[src/rtl/riscv_reset_sequencer.sv]
// riscv_reset_sequencer
//
// Turns the single board-level reset into NUM_CH active-high channel resets.
// After reset every channel is held for PULSE_W counted cycles, then the
// channels are released one by one, STAGGER cycles apart. Once the power-on
// sequence is DONE, each channel can be re-reset for PULSE_W cycles on a
// software request.
//
// Ports:
//   clk_i        clock, rising edge
//   rst_i        synchronous active-low reset
//   hold_i       freezes the power-on sequence counter while high
//   sw_req_i     per-channel software reset request (honoured only in DONE)
//   ch_rst_o     registered active-high channel resets
//   sw_busy_o    channel is in a software-requested reset
//   done_o       power-on sequence complete (registered)
//   seq_state_o  0 = ASSERT, 1 = RELEASE, 2 = DONE
module riscv_reset_sequencer #(
  parameter int unsigned NUM_CH  = 4,
  parameter int unsigned PULSE_W = 4,
  parameter int unsigned STAGGER = 2,
  parameter int unsigned CNTW    = $clog2(PULSE_W + NUM_CH * STAGGER + 1)
) (
  input  logic              clk_i,
  input  logic              rst_i,
  input  logic              hold_i,
  input  logic [NUM_CH-1:0] sw_req_i,
  output logic [NUM_CH-1:0] ch_rst_o,
  output logic [NUM_CH-1:0] sw_busy_o,
  output logic              done_o,
  output logic [1:0]        seq_state_o
);

  typedef enum logic [1:0] {
    StAssert  = 2'd0,
    StRelease = 2'd1,
    StDone    = 2'd2
  } seq_state_e;

  localparam logic [CNTW-1:0] PulseW  = CNTW'(PULSE_W);
  // Count at which the last channel releases; equals PulseW when STAGGER=0
  // or NUM_CH=1, which makes ASSERT go straight to DONE.
  localparam logic [CNTW-1:0] LastRel = CNTW'(PULSE_W + (NUM_CH - 1) * STAGGER);

  seq_state_e                     state_q, state_d;
  logic [CNTW-1:0]                cnt_q, cnt_d, cnt_inc;
  logic [NUM_CH-1:0]              ch_rst_q, ch_rst_d;
  logic [NUM_CH-1:0]              busy_q, busy_d;
  logic                           done_q, done_d;
  logic [NUM_CH-1:0][CNTW-1:0]    sw_cnt_q, sw_cnt_d;

  always_comb begin
    state_d  = state_q;
    cnt_d    = cnt_q;
    ch_rst_d = ch_rst_q;
    busy_d   = busy_q;
    done_d   = done_q;
    sw_cnt_d = sw_cnt_q;
    cnt_inc  = cnt_q + CNTW'(1);

    unique case (state_q)
      StAssert, StRelease: begin
        // Software requests are dropped here, not latched.
        if (!hold_i) begin
          cnt_d = cnt_inc;
          for (int unsigned k = 0; k < NUM_CH; k++) begin
            if (cnt_inc == CNTW'(PULSE_W + k * STAGGER)) begin
              ch_rst_d[k] = 1'b0;
            end
          end
          if (cnt_inc == LastRel) begin
            state_d = StDone;
            done_d  = 1'b1;
          end else if (state_q == StAssert && cnt_inc == PulseW) begin
            state_d = StRelease;
          end
        end
      end
      StDone: begin
        for (int unsigned k = 0; k < NUM_CH; k++) begin
          if (sw_req_i[k]) begin
            // New request or retrigger: (re)load the full pulse width.
            ch_rst_d[k] = 1'b1;
            busy_d[k]   = 1'b1;
            sw_cnt_d[k] = PulseW;
          end else if (busy_q[k]) begin
            sw_cnt_d[k] = sw_cnt_q[k] - CNTW'(1);
            if (sw_cnt_q[k] == CNTW'(1)) begin
              ch_rst_d[k] = 1'b0;
              busy_d[k]   = 1'b0;
            end
          end
        end
      end
      default: begin
        state_d = StAssert;
      end
    endcase
  end

  always_ff @(posedge clk_i) begin
    if (!rst_i) begin
      state_q  <= StAssert;
      cnt_q    <= '0;
      ch_rst_q <= '1;
      busy_q   <= '0;
      done_q   <= 1'b0;
      sw_cnt_q <= '0;
    end else begin
      state_q  <= state_d;
      cnt_q    <= cnt_d;
      ch_rst_q <= ch_rst_d;
      busy_q   <= busy_d;
      done_q   <= done_d;
      sw_cnt_q <= sw_cnt_d;
    end
  end

  assign ch_rst_o    = ch_rst_q;
  assign sw_busy_o   = busy_q;
  assign done_o      = done_q;
  assign seq_state_o = state_q;

endmodule

[config.mk]
export PLATFORM = sky130hd
export DESIGN_NAME = riscv_reset_sequencer
export DESIGN_NICKNAME = d
export VERILOG_FILES = /design/src/rtl/riscv_reset_sequencer.sv
export SDC_FILE = /design/constraint.sdc
export NUM_CORES = 1
export LEC_CHECK = 0
export CORE_MARGIN = 2
export CORE_UTILIZATION = 56
export DETAILED_ROUTE_END_ITERATION = 8
export GPL_TIMING_DRIVEN = 0
export PLACE_DENSITY = 0.8
export SLEW_MARGIN = 40
export SYNTH_ARGS = -nofsm -noshare
export SYNTH_HDL_FRONTEND = slang
export SYNTH_SLANG_ARGS = --single-unit
[constraint.sdc]
create_clock -name clk_i -period 1.9 [get_ports clk_i]
set_input_delay 0.38 -clock clk_i [delete_from_list [all_inputs] [get_ports clk_i]]
set_output_delay 0.38 -clock clk_i [all_outputs]
set_load 0.02 [all_outputs]
After elaboration in Yosys (flattened, before gate mapping)
Index checks and enable logic that the tools add are counted.
W data, S select, Z words.
- flip-flop bits (word level): 31
- output and inout bits: 11
- logic and storage cells: 104
- add/sub/neg operators: 5
- eq/ne operators: 24
- multiplexer cells: 42
- bitwise gates (word level): 2
- reduce and logical (&&, ||, !) cells: 19
- operators by type and width (operator ; number):
    $mux W4 ; 9
    $mux W1 ; 28
    $ne A3 B3 Y1 const B ; 9
    $reduce_and A5 Y1 ; 4
    $eq A4 B1 Y1 const B ; 4
    $sub A4 B1 Y4 const B ; 4
    $ne A2 B2 Y1 const B ; 5
    $reduce_and A2 Y1 ; 5
    $reduce_bool A2 Y1 ; 5
    $eq A4 B3 Y1 const B ; 2
    $eq A4 B4 Y1 const B ; 2
    $pmux W4 S2 ; 1
    $mux W2 ; 3
    $reduce_and A3 Y1 ; 2
    $add A4 B1 Y4 const B ; 1
    $pmux W2 S2 ; 1
    $eq A2 B1 Y1 const B ; 1
    $eq A2 B2 Y1 const B ; 1
    $logic_not A2 Y1 ; 1
    $not A1 Y1 ; 2
    $reduce_or A2 Y1 ; 1
    $logic_and A1 B1 Y1 ; 1

Depth between registers and ports, before layout
- depth after elaboration: 7
- gate-level depth with buffers: 6

Worst setup path after synthesis
No wires, ideal clock.
- path kind: register to register
- from: reg cnt_q[0]
- to: reg ch_rst_q[3] (netlist: ch_rst_o[3])
- library setup time: 0.122 ns
- arrival time: 1.470 ns
- data required time: 1.778 ns
- slack: 0.308 ns
- cell stages (with the launch flop): 7
- buffers on the path: 1
- period minus slack after synthesis: 1.592 ns
- path through: dfxtp_1 -> ha_1 -> buf_2 -> and2_1 -> a21oi_1 -> o21a_2 -> a311o_1
- word-level cells in the longest chain between the ends: 4
- RTL lines (item ; line ; text):
    start: declaration ; 46 ; logic [CNTW-1:0] cnt_q, cnt_d, cnt_inc;
    start signal: assignment ; 111 ; cnt_q <= cnt_d;
    $add A4 B1 Y4 ; 59 ; cnt_inc = cnt_q + CNTW'(1);
    $eq A4 B4 Y1 ; 67 ; if (cnt_inc == CNTW'(PULSE_W + k * STAGGER)) begin
    $ne A2 B2 Y1 (no line) ; - ;
    $reduce_and A5 Y1 (no line) ; - ;
    end signal: assignment ; 112 ; ch_rst_q <= ch_rst_d;
    end: declaration ; 47 ; logic [NUM_CH-1:0] ch_rst_q, ch_rst_d;
Every way passes these cells.
A chain may end at the register's enable or synchronous reset.

Worst setup path in the final report
- from: reg busy_q[0] (netlist: sw_busy_o[0])
- to: out sw_busy_o[0]
- RTL lines (item ; line ; text):
    start: declaration ; 48 ; logic [NUM_CH-1:0] busy_q, busy_d;
    start signal: assignment ; 113 ; busy_q <= busy_d;
    end: declaration ; 29 ; output logic [NUM_CH-1:0] sw_busy_o,
No word-level cell between the ends.

==> impl_metrics.tcl <==
set metrics [dict create \
    outcome "completed" \
    first_global_vias 1566 \
    max-clock-path-buffers 2 \
    synth_net_count 226 \
    detailroute.via_count 1586 \
    cpMaxStageDelayCell "sky130_fd_sc_hd__clkdlybuf4s50_1" \
    firstDrtPassIters 4 \
    timing.final.max_slew_violations 0 \
    timing.rr.start "cnt_q[0]" \
    start_util_pct 57.63 \
    mapped_cell_area_sq_mm 0.001730 \
    rows 20 \
    netlist-cell-type-count 38 \
    holdPathStages 2 \
    tritoncts "done" \
    dp.final_hpwl_microns 2750 \
    grt_antenna_before_repair 0 \
    hold_violations 0 \
    r2r.worst_path.cells 6 \
    floorplan.die_area_sq_mm 0.003550 \
    rsz0062_at_grt "no" \
    timing.critical_path.required_ns 1.52 \
    die-height_microns 59.59 \
    port_buffers 17 \
    hp-start "done_o" \
    grt_util_all_layers_pct 24.83 \
    wl_per_cell_microns 14.42 \
    critPathBufInv 1 \
    synthArstFlopShare_pct 0 \
    synth_mux_area_share_pct 1.157 \
    clk_transition_reported_paths_ns 0.10 \
    insertedDiodeCount 0 \
    power.density_cell_area_mw_per_mm2 584.1 \
    synth_area_per_cell_sq_um 8.319 \
    synth-compound-area-share_pct 21.48 \
    synth_warnings 0 \
    reg2reg_to "ch_rst_o[3]" \
    place_congestion 0.8579 \
    crit_chain "clkdlybuf4s50_1" \
    period_share_pct 92.38 \
    area_delta_synth_final_pct 17.28 \
    cts_root_buf "sky130_fd_sc_hd__clkbuf_4" \
    min-delay-path-class "flip-flop to flip-flop" \
    synthXorXnorAreaFrac_pct 1.518 \
    reg2reg_setup_slack_ns 0.15 \
    largest_family_of_logic_cells_by_synthesized_area "simple AND/OR/NAND/NOR gates" \
    period_needed_ns 1.755 \
    finalClockSkew_ns 0.006520 \
    latest_clock_arrival_within_the_worst_skew_pair_ns 0.34 \
    worst_slew_pin_slew_ns 0.4979 \
    synth-edff-count 0 \
    fin_nets 250 \
    die_width_microns 59.59 \
    worstPathArrival_ns 1.38 \
    final.fill_count 260 \
    critical_path.endpoint_type "output pin" \
    cts_inserted_buffers 5 \
    cts.repair_timing.setup_buffer_count 0 \
    finish.utilization_pct 67.58 \
    cts.hold.buffers_added 0 \
    max_cap_violations 0 \
    synth_simple_gate_area_share_pct 26.10 \
    grt_first_pass_wirelength_microns 6610 \
    cts.sink_count 31 \
    max_slew_margin_pct 66.81 \
    drc 0 \
    max_freq_ghz 0.5698 \
    max_stage_delay_ns 0.62 \
    synth-seq-cells 31 \
    cts_resized 0 \
    critical_path.top_delay_family "buffers and inverters" \
    core_region_area_sq_mm 0.003003 \
    worstPathMaxFanout 9 \
    synth-adder-area-share_pct 7.954 \
    hold-path-endpoint "done_o" \
    final-setup-viol-count 0 \
    vdd_drop_max_uv 401.5 \
    cellLeakagePower_nw 0.8161 \
    io_pins 18 \
    setup.worst_path.start_class "flip-flop" \
    seq_total_area_yosys_pct 35.86 \
    global_route.overflow_total 0 \
    drt-initial-drc-count 107 \
    netlist_instances 208 \
    grt_start_max_net_pins 11 \
    totalPowerFinal_mw 1.185 \
    fin_setup_tns_ns 0 \
    synth_ff_type "sky130_fd_sc_hd__dfxtp_1" \
    timing_worst_setup_path_type "flip-flop to output pin" \
    detail-route-antenna-nets 0 \
    wl_microns 3835 \
    clock_tree.htree_level_count 2 \
    final_layout_size_suffix_gt1_share_pct 8.155 \
    route.detailed.vias_per_inst 5.962 \
]
==> cell usage in the layout (no fill, tap or decap), types with 3 or more instances in the layout <==
cell type	instances
sky130_fd_sc_hd__nand2_1	23
sky130_fd_sc_hd__nor2b_1	9
sky130_fd_sc_hd__o21ai_0	17
sky130_fd_sc_hd__dfxtp_1	30
sky130_fd_sc_hd__a32oi_1	3
sky130_fd_sc_hd__inv_1	15
sky130_fd_sc_hd__a21oi_1	9
sky130_fd_sc_hd__o211a_1	5
sky130_fd_sc_hd__buf_2	4
sky130_fd_sc_hd__a21boi_0	9
sky130_fd_sc_hd__clkbuf_4	5
sky130_fd_sc_hd__nor3b_1	3
sky130_fd_sc_hd__nand3b_1	7
sky130_fd_sc_hd__nor2_1	12
sky130_fd_sc_hd__dlymetal6s2s_1	4
sky130_fd_sc_hd__clkdlybuf4s50_1	13
sky130_fd_sc_hd__and2_1	6
sky130_fd_sc_hd__ha_1	11
sky130_fd_sc_hd__nand4_1	4
sky130_fd_sc_hd__nand3_1	7
sky130_fd_sc_hd__nor4b_1	5
sky130_fd_sc_hd__clkbuf_1	4
==> layout make-up <==
cell class                      count  area (sq um)  share of cell area [%]
Buffer                              9         46.29                   2.281
Clock buffer                        8         68.82                   3.391
Inverter                           15         56.30                   2.774
Multi-Input combinational cell    153          1015                   50.00
Sequential cell                    31         621.8                   30.64
Tap cell                           33         41.29                   2.035
Timing Repair Buffer               17         180.2                   8.878
==> synth_stat cells (all sizes together), types with 3 or more instances <==
master,instances,share of area [%]
nor2,13,3.0
inv,15,3.3
clkbuf,3,0.65
o21ai,17,4.9
nor4b,5,2.5
nor2b,9,3.3
a21oi,9,2.6
buf,6,2.0
nor3b,3,1.3
and2,6,2.2
a21boi,9,3.9
ha,11,8.0
dfxtp,31,36
nand2,23,5.0
nand3,7,2.0
nand3b,7,3.0
nand4,4,1.4
o211a,5,2.9
a32oi,3,1.5
==> worst max path at each step <==
stage,slack [ns],to,start,cells after the start
final,0.14,sw_busy_o[0],sw_busy_o[0],1
after global routing,0.06,ch_rst_o[3],cnt_q[0],6
after floorplan,0.31,ch_rst_o[3],cnt_q[0],6
after detailed placement,0.05,ch_rst_o[3],sw_req_i[3],4
after CTS,0.03,seq_state_o[0],seq_state_o[0],1
after global placement,0.04,ch_rst_o[3],sw_req_i[3],4
==> sequential cells by signal, summed over array words and instances (netlist names) <==
signal,flops
seq_state_o,2
sw_cnt_q,16
cnt_q,4
sw_busy_o,4
ch_rst_o,4
done_o,1
==> cells by family after synthesis <==
kind of cell | Yosys count
XOR/XNOR | 3
AND/OR/NAND/NOR | 82
AO/OA/AOI/OAI | 55
buffers and inverters | 24
flip-flops | 31
multiplexers | 2
adder cells (fa/ha/maj) | 11
==> worst register-to-register path, delay by kind of cell, from the launching register on <==
kind | cells | cell delay [ns]
AO/OA/AOI/OAI | 3 | 0.66
flip-flops | 1 | 0.48
buffers and inverters | 1 | 0.17
AND/OR/NAND/NOR | 1 | 0.14
adder cells (fa/ha/maj) | 1 | 0.20
==> routing by layer <==
metal  vias to the layer above  wire [microns]  track usage, %
li1                        781               -               -
met1                       763            1748           29.11
met2                        36            1868           42.54
met3                         6             162           7.424
met4                         0              56           9.206
met5                         -               0               0
==> through the flow <==
step	instances	area, sq um	hold slack, ns	setup slack, ns
after floorplan	208	1730	0.4492	0.3080
after global placement	258	1942	0.4502	0.04108
after detailed placement	258	1942	0.4472	0.04952
after CTS	266	2011	0.4727	0.03292
after global routing	266	2029	0.4937	0.06286
final	266	2029	0.4710	0.1449
==> power by group <==
group | total (mW) | switching (mW) | leakage [nW] | internal (mW)
Clock | 0.442 | 0.225 | 0.0386 | 0.218
Combinational | 0.0786 | 0.0433 | 0.527 | 0.0353
Sequential | 0.665 | 0.0100 | 0.251 | 0.655
Total | 1.19 | 0.278 | 0.816 | 0.907
(Power assumes the default switching activity.)
==> RTL change 1 (same flow settings) <==
Set the parameter `STAGGER` to 1 (it was 2).
--- a/src/rtl/riscv_reset_sequencer.sv
+++ b/src/rtl/riscv_reset_sequencer.sv
@@ -18,7 +18,7 @@
 module riscv_reset_sequencer #(
   parameter int unsigned NUM_CH  = 4,
   parameter int unsigned PULSE_W = 4,
-  parameter int unsigned STAGGER = 2,
+  parameter int unsigned STAGGER = 1,
   parameter int unsigned CNTW    = $clog2(PULSE_W + NUM_CH * STAGGER + 1)
 ) (
   input  logic              clk_i,
Behaviour: not the same (a bounded check fails within 10 cycles, from zero or initial values and one cycle with rst_i low).
==> RTL change 1 against the unedited design <==
The run now ends with design-rule violations left; sequential cell count unchanged; setup slack got worse by 0.058 ns; routed wire length decreased by 2.1%; non-clock buffer count decreased by 3; total power increased by 0.23%; critical path depth unchanged; fmax decreased by 3.2%; combinational power increased by 5.6%; synthesized area decreased by 2.4%; utilization increased by 2.8 points; design area decreased by 2.8%.
==> RTL change 1: results (changes against the unedited design) <==
* Initial drt markers at 140 (was 107)
* Max IR drop VDD at 0.4452 mV (was 0.4015 mV)
* Placed Area at 1898 sq um (was 1942 sq um)
* Status: finished with violations (was completed)
* Global Route Usage Sum at 0.2430 (was 0.2483)
* Fin Hold WS at 0.4789 ns (was 0.4710 ns)
* Layout Cells excl Fill at 254 (was 266)
* Worst-Margin Slew at 0.4696 ns (was 0.4979 ns)
* Met3 wire length at 170 um (was 162 um)
* Crit path from: seq_state_o[0]$_SDFFE_PN0P_ (was sw_busy_o[0]$_SDFFE_PN0P_)
* Hpwl dp at 2.621 mm (was 2.750 mm)
* R2R depth at 5 (was 6)
* Final nets at 242 (was 250)
* Residual DRC count at 1 (was 0)
* Syn nets at 218 (was 226)
* Failing checks: design-rule violations
* Post-synth top cells: dfxtp_1 (31), nand2_1 (21), inv_1 (15), nor2_1 (14), ha_1 (13) (was dfxtp_1 (31), nand2_1 (23), o21ai_0 (17), inv_1 (15), nor2_1 (12))
* Top-area cell type share of the netlist area at 0.3674 (was 0.3586)
* Power density over cell area at 602.2 nW/um^2 (was 584.1 nW/um^2)
* R2R setup slack at 0.31 ns (was 0.15 ns)
* FILL cells at 236 (was 260)
* Comb pwr at 0.0000830 W (was 0.0000786 W)
* GR Util met1 at 0.2814 (was 0.2911)
* Vias at 1526 (was 1586)
* Met1 WL at 1.611 mm (was 1.748 mm)
* Power share of the clock group at 0.372 (was 0.373)
* Switch share at 0.2339 (was 0.2344)
[RTL change 1: worst max path at each step]
stage	to	cells past startpoint
after detailed placement	ch_rst_o[3]$_SDFFE_PN1P_	4
after global placement	ch_rst_o[3]$_SDFFE_PN1P_	4
after CTS	seq_state_o[1]	1
after global routing	seq_state_o[0]	1
after floorplan	cnt_q[3]$_SDFFE_PN0P_	4
final	seq_state_o[0]	1
[RTL change 1: area by class of cell]
type                       count  share of cell area
clock buffer                   8             0.03488
buffer                         6             0.01522
multi-input combinational    145              0.4959
inverter                      16             0.03044
timing repair buffer          17             0.08624
tap                           31             0.01966
sequential                    31              0.3177
[RTL change 1: cell families after synthesis]
group                    after synthesis  synth area share
flip-flops                            31            0.3674
AO/OA/AOI/OAI                         46            0.2015
adder cells (fa/ha/maj)               13           0.09630
buffers and inverters                 22           0.05333
AND/OR/NAND/NOR                       83            0.2659
XOR/XNOR                               3           0.01556
==> RTL change 2 (same flow settings) <==
Made on the original files. Make the reset (`rst_i`) asynchronous in one clocked block. Comments in the files are not updated.
--- a/src/rtl/riscv_reset_sequencer.sv
+++ b/src/rtl/riscv_reset_sequencer.sv
@@ -98,7 +98,7 @@
     endcase
   end
 
-  always_ff @(posedge clk_i) begin
+  always_ff @(posedge clk_i or negedge rst_i) begin
     if (!rst_i) begin
       state_q  <= StAssert;
       cnt_q    <= '0;
Behaviour: differs if rst_i is asserted again (counterexample within 10 cycles, from zero or initial values and one cycle with rst_i low); with rst_i held inactive, the same outputs for 10 cycles.
==> RTL change 2 against the unedited design <==
Design area shrank 1.6%; setup slack lost 0.085 ns; critical endpoint is now ch_rst_o[2]; synthesized cell count shrank 13%; highest routed layer unchanged; sequential cell count is the same; routed wire length shrank 6.3%; synthesized area shrank 0.29%.
Power is not compared: it rests on default switching activity, and its combinational part moved more than twofold at a synthesized area within 25%.
==> RTL change 2: results (changes against the unedited design) <==
* FILL cells at 251 (was 260)
* Initial drt markers at 101 (was 107)
* Worst clock skew at 0.005462 ns (was 0.006520 ns)
* Share of cells above drive strength 1 at 0.1117 (was 0.08155)
* Global Route Usage Sum at 0.2256 (was 0.2483)
* Fin Hold WS at 0.06830 ns (was 0.4710 ns)
* Global-route wire length before repair at 5.927 mm (was 6.610 mm)
* Yosys warns at 0 (unchanged)
* Grt met2 use at 0.3705 (was 0.4254)
* ANT cells at 0 (unchanged)
* Cell variety after synth at 39 (was 38)
* Largest net degree at the start of global routing at 32 (was 11)
* Gpl congestion at 0.8299 (was 0.8579)
* H-tree Lvls at 2 (unchanged)
* Clk power at 0.000362 W
* CTS Buffer Depth at 2 (unchanged)
* Final nets at 223 (was 250)
* Leak Pwr at 0.8663 nW
* Worst path top cell family by delay: buffers and inverters (unchanged)
* Initial antenna violation count at 0 (unchanged)
* Sequential area share after synthesis at 0.4525 (was 0.3586)
* R2R setup slack at 0.31 ns (was 0.15 ns)
* Number of global-route vias before repair at 1365 (was 1566)
* Post-synth top cells: dfrtp_1 (27), nand2_1 (20), a21oi_1 (15), inv_1 (15), o21ai_1 (14) (was dfxtp_1 (31), nand2_1 (23), o21ai_0 (17), inv_1 (15), nor2_1 (12))
* Root Buffer: clkbuf_4 (unchanged)
* Residual DRC count at 0 (unchanged)
* GRT busiest layer: met2 (unchanged)
* Ys async rst share at 1.000 (was 0)
* Adder-Cell Fraction of Synth Area at 0.07977 (was 0.07954)
* IO buf count at 17 (unchanged)
* Mux share of post-synthesis cell area at 0.006526 (was 0.01157)
* Avg Vias per Cell at 6.117 (was 5.962)
* GR Util met1 at 0.2753 (was 0.2911)
* P_sw at 0.0005299 W
* Max IR drop VDD at 0.4104 mV
* Routed wire length at 3.592 mm (was 3.835 mm)
* Pre-antenna DRT Iters at 4 (unchanged)
* Syn nets at 199 (was 226)
* Met3 GRT Util at 0.05459 (was 0.07424)
* Top cells by area, synth: dfrtp_1 (39%), ha_1 (8.0%), dfstp_2 (6.1%), a21oi_1 (4.4%), nand2_1 (4.4%) (was dfxtp_1 (36%), ha_1 (8.0%), nand2_1 (5.0%), o21ai_0 (4.9%), a21boi_0 (3.9%))
* Worst-Margin Slew at 0.6644 ns (was 0.4979 ns)
* Leading area contributor after synthesis: dfrtp_1 (was dfxtp_1)
* Largest register by flop count: sw_cnt_q (unchanged)
* CTS buffer count at 5 (unchanged)
* Hpwl dp at 2.556 mm (was 2.750 mm)
* CP max stage delay at 0.59 ns (was 0.62 ns)
* CP max FO at 2 (was 9)
* XOR/XNOR share of the synthesized area at 0.02030 (was 0.01518)
* Worst skew pair latency at ~0.33 ns
* Max FFs per register at 16 (unchanged)
* Slowest cell on crit path: clkdlybuf4s50_1 (unchanged)
* Status: completed (unchanged)
* Hold Path Class: in -> async (was reg -> reg)
* Crit path DAT at 1.46 ns (was 1.38 ns)
* CTS clk-pin slew, worst paths at 0.09 ns
* Seq pwr share at 0.531
* Synth Area in Compound Gates at 0.2052 (was 0.2148)
RTL change 2: final timing paths:
check                                              from                          to  cells past startpoint
worst max-delay path            ch_rst_o[2]$_DFFE_PN1P_                 ch_rst_o[2]                      1
worst min-delay path                              rst_i    sw_cnt_q[14]$_DFFE_PN0P_                      1
worst max register to register     cnt_q[0]$_DFFE_PN0P_  seq_state_o[0]$_DFFE_PN0P_                      4
worst min register to register       done_o$_DFFE_PN0P_          done_o$_DFFE_PN0P_                      1
max in group asynchronous                         rst_i  seq_state_o[1]$_DFFE_PN0P_                      1
min in group clk_i                   done_o$_DFFE_PN0P_          done_o$_DFFE_PN0P_                      1
RTL change 2: area by class of cell:
| type | instances | area share |
|---|---|---|
| well taps | 33 | 0.02068 |
| flip-flops and latches | 31 | 0.3922 |
| inverters | 15 | 0.02820 |
| repair buffers | 17 | 0.08772 |
| clock buffers | 5 | 0.01880 |
| multi-input cells | 130 | 0.4248 |
| plain buffers | 5 | 0.02005 |
| clock inverters | 3 | 0.007519 |
RTL change 2: per-layer routing:
layer	vias up	share of wire
li1	710	-
met1	706	0.46
met2	37	0.48
met3	9	0.042
met4	0	0.016
met5	-	0
RTL change 2: through the flow:
step	utilization	power [W]	cells	cell area (sq um)	worst slack, ns
2_1_floorplan	-	0.001126	181	1725	0.5102
3_3_place_gp	0.6450	0.001236	231	1937	-0.1064
3_5_place_dp	0.6433	0.001267	231	1932	0.2549
4_1_cts	0.6608	0.001626	239	1984	0.001829
5_1_grt	0.6650	0.001721	239	1997	0.004578
6_report	0.6650	0.001618	239	1997	0.06013
RTL change 2: timing repair:
action / in CTS / in global routing
buffers inserted: 0 / 0
setup endpoints to repair: 0 / 6
gates resized for setup: 0 / 6
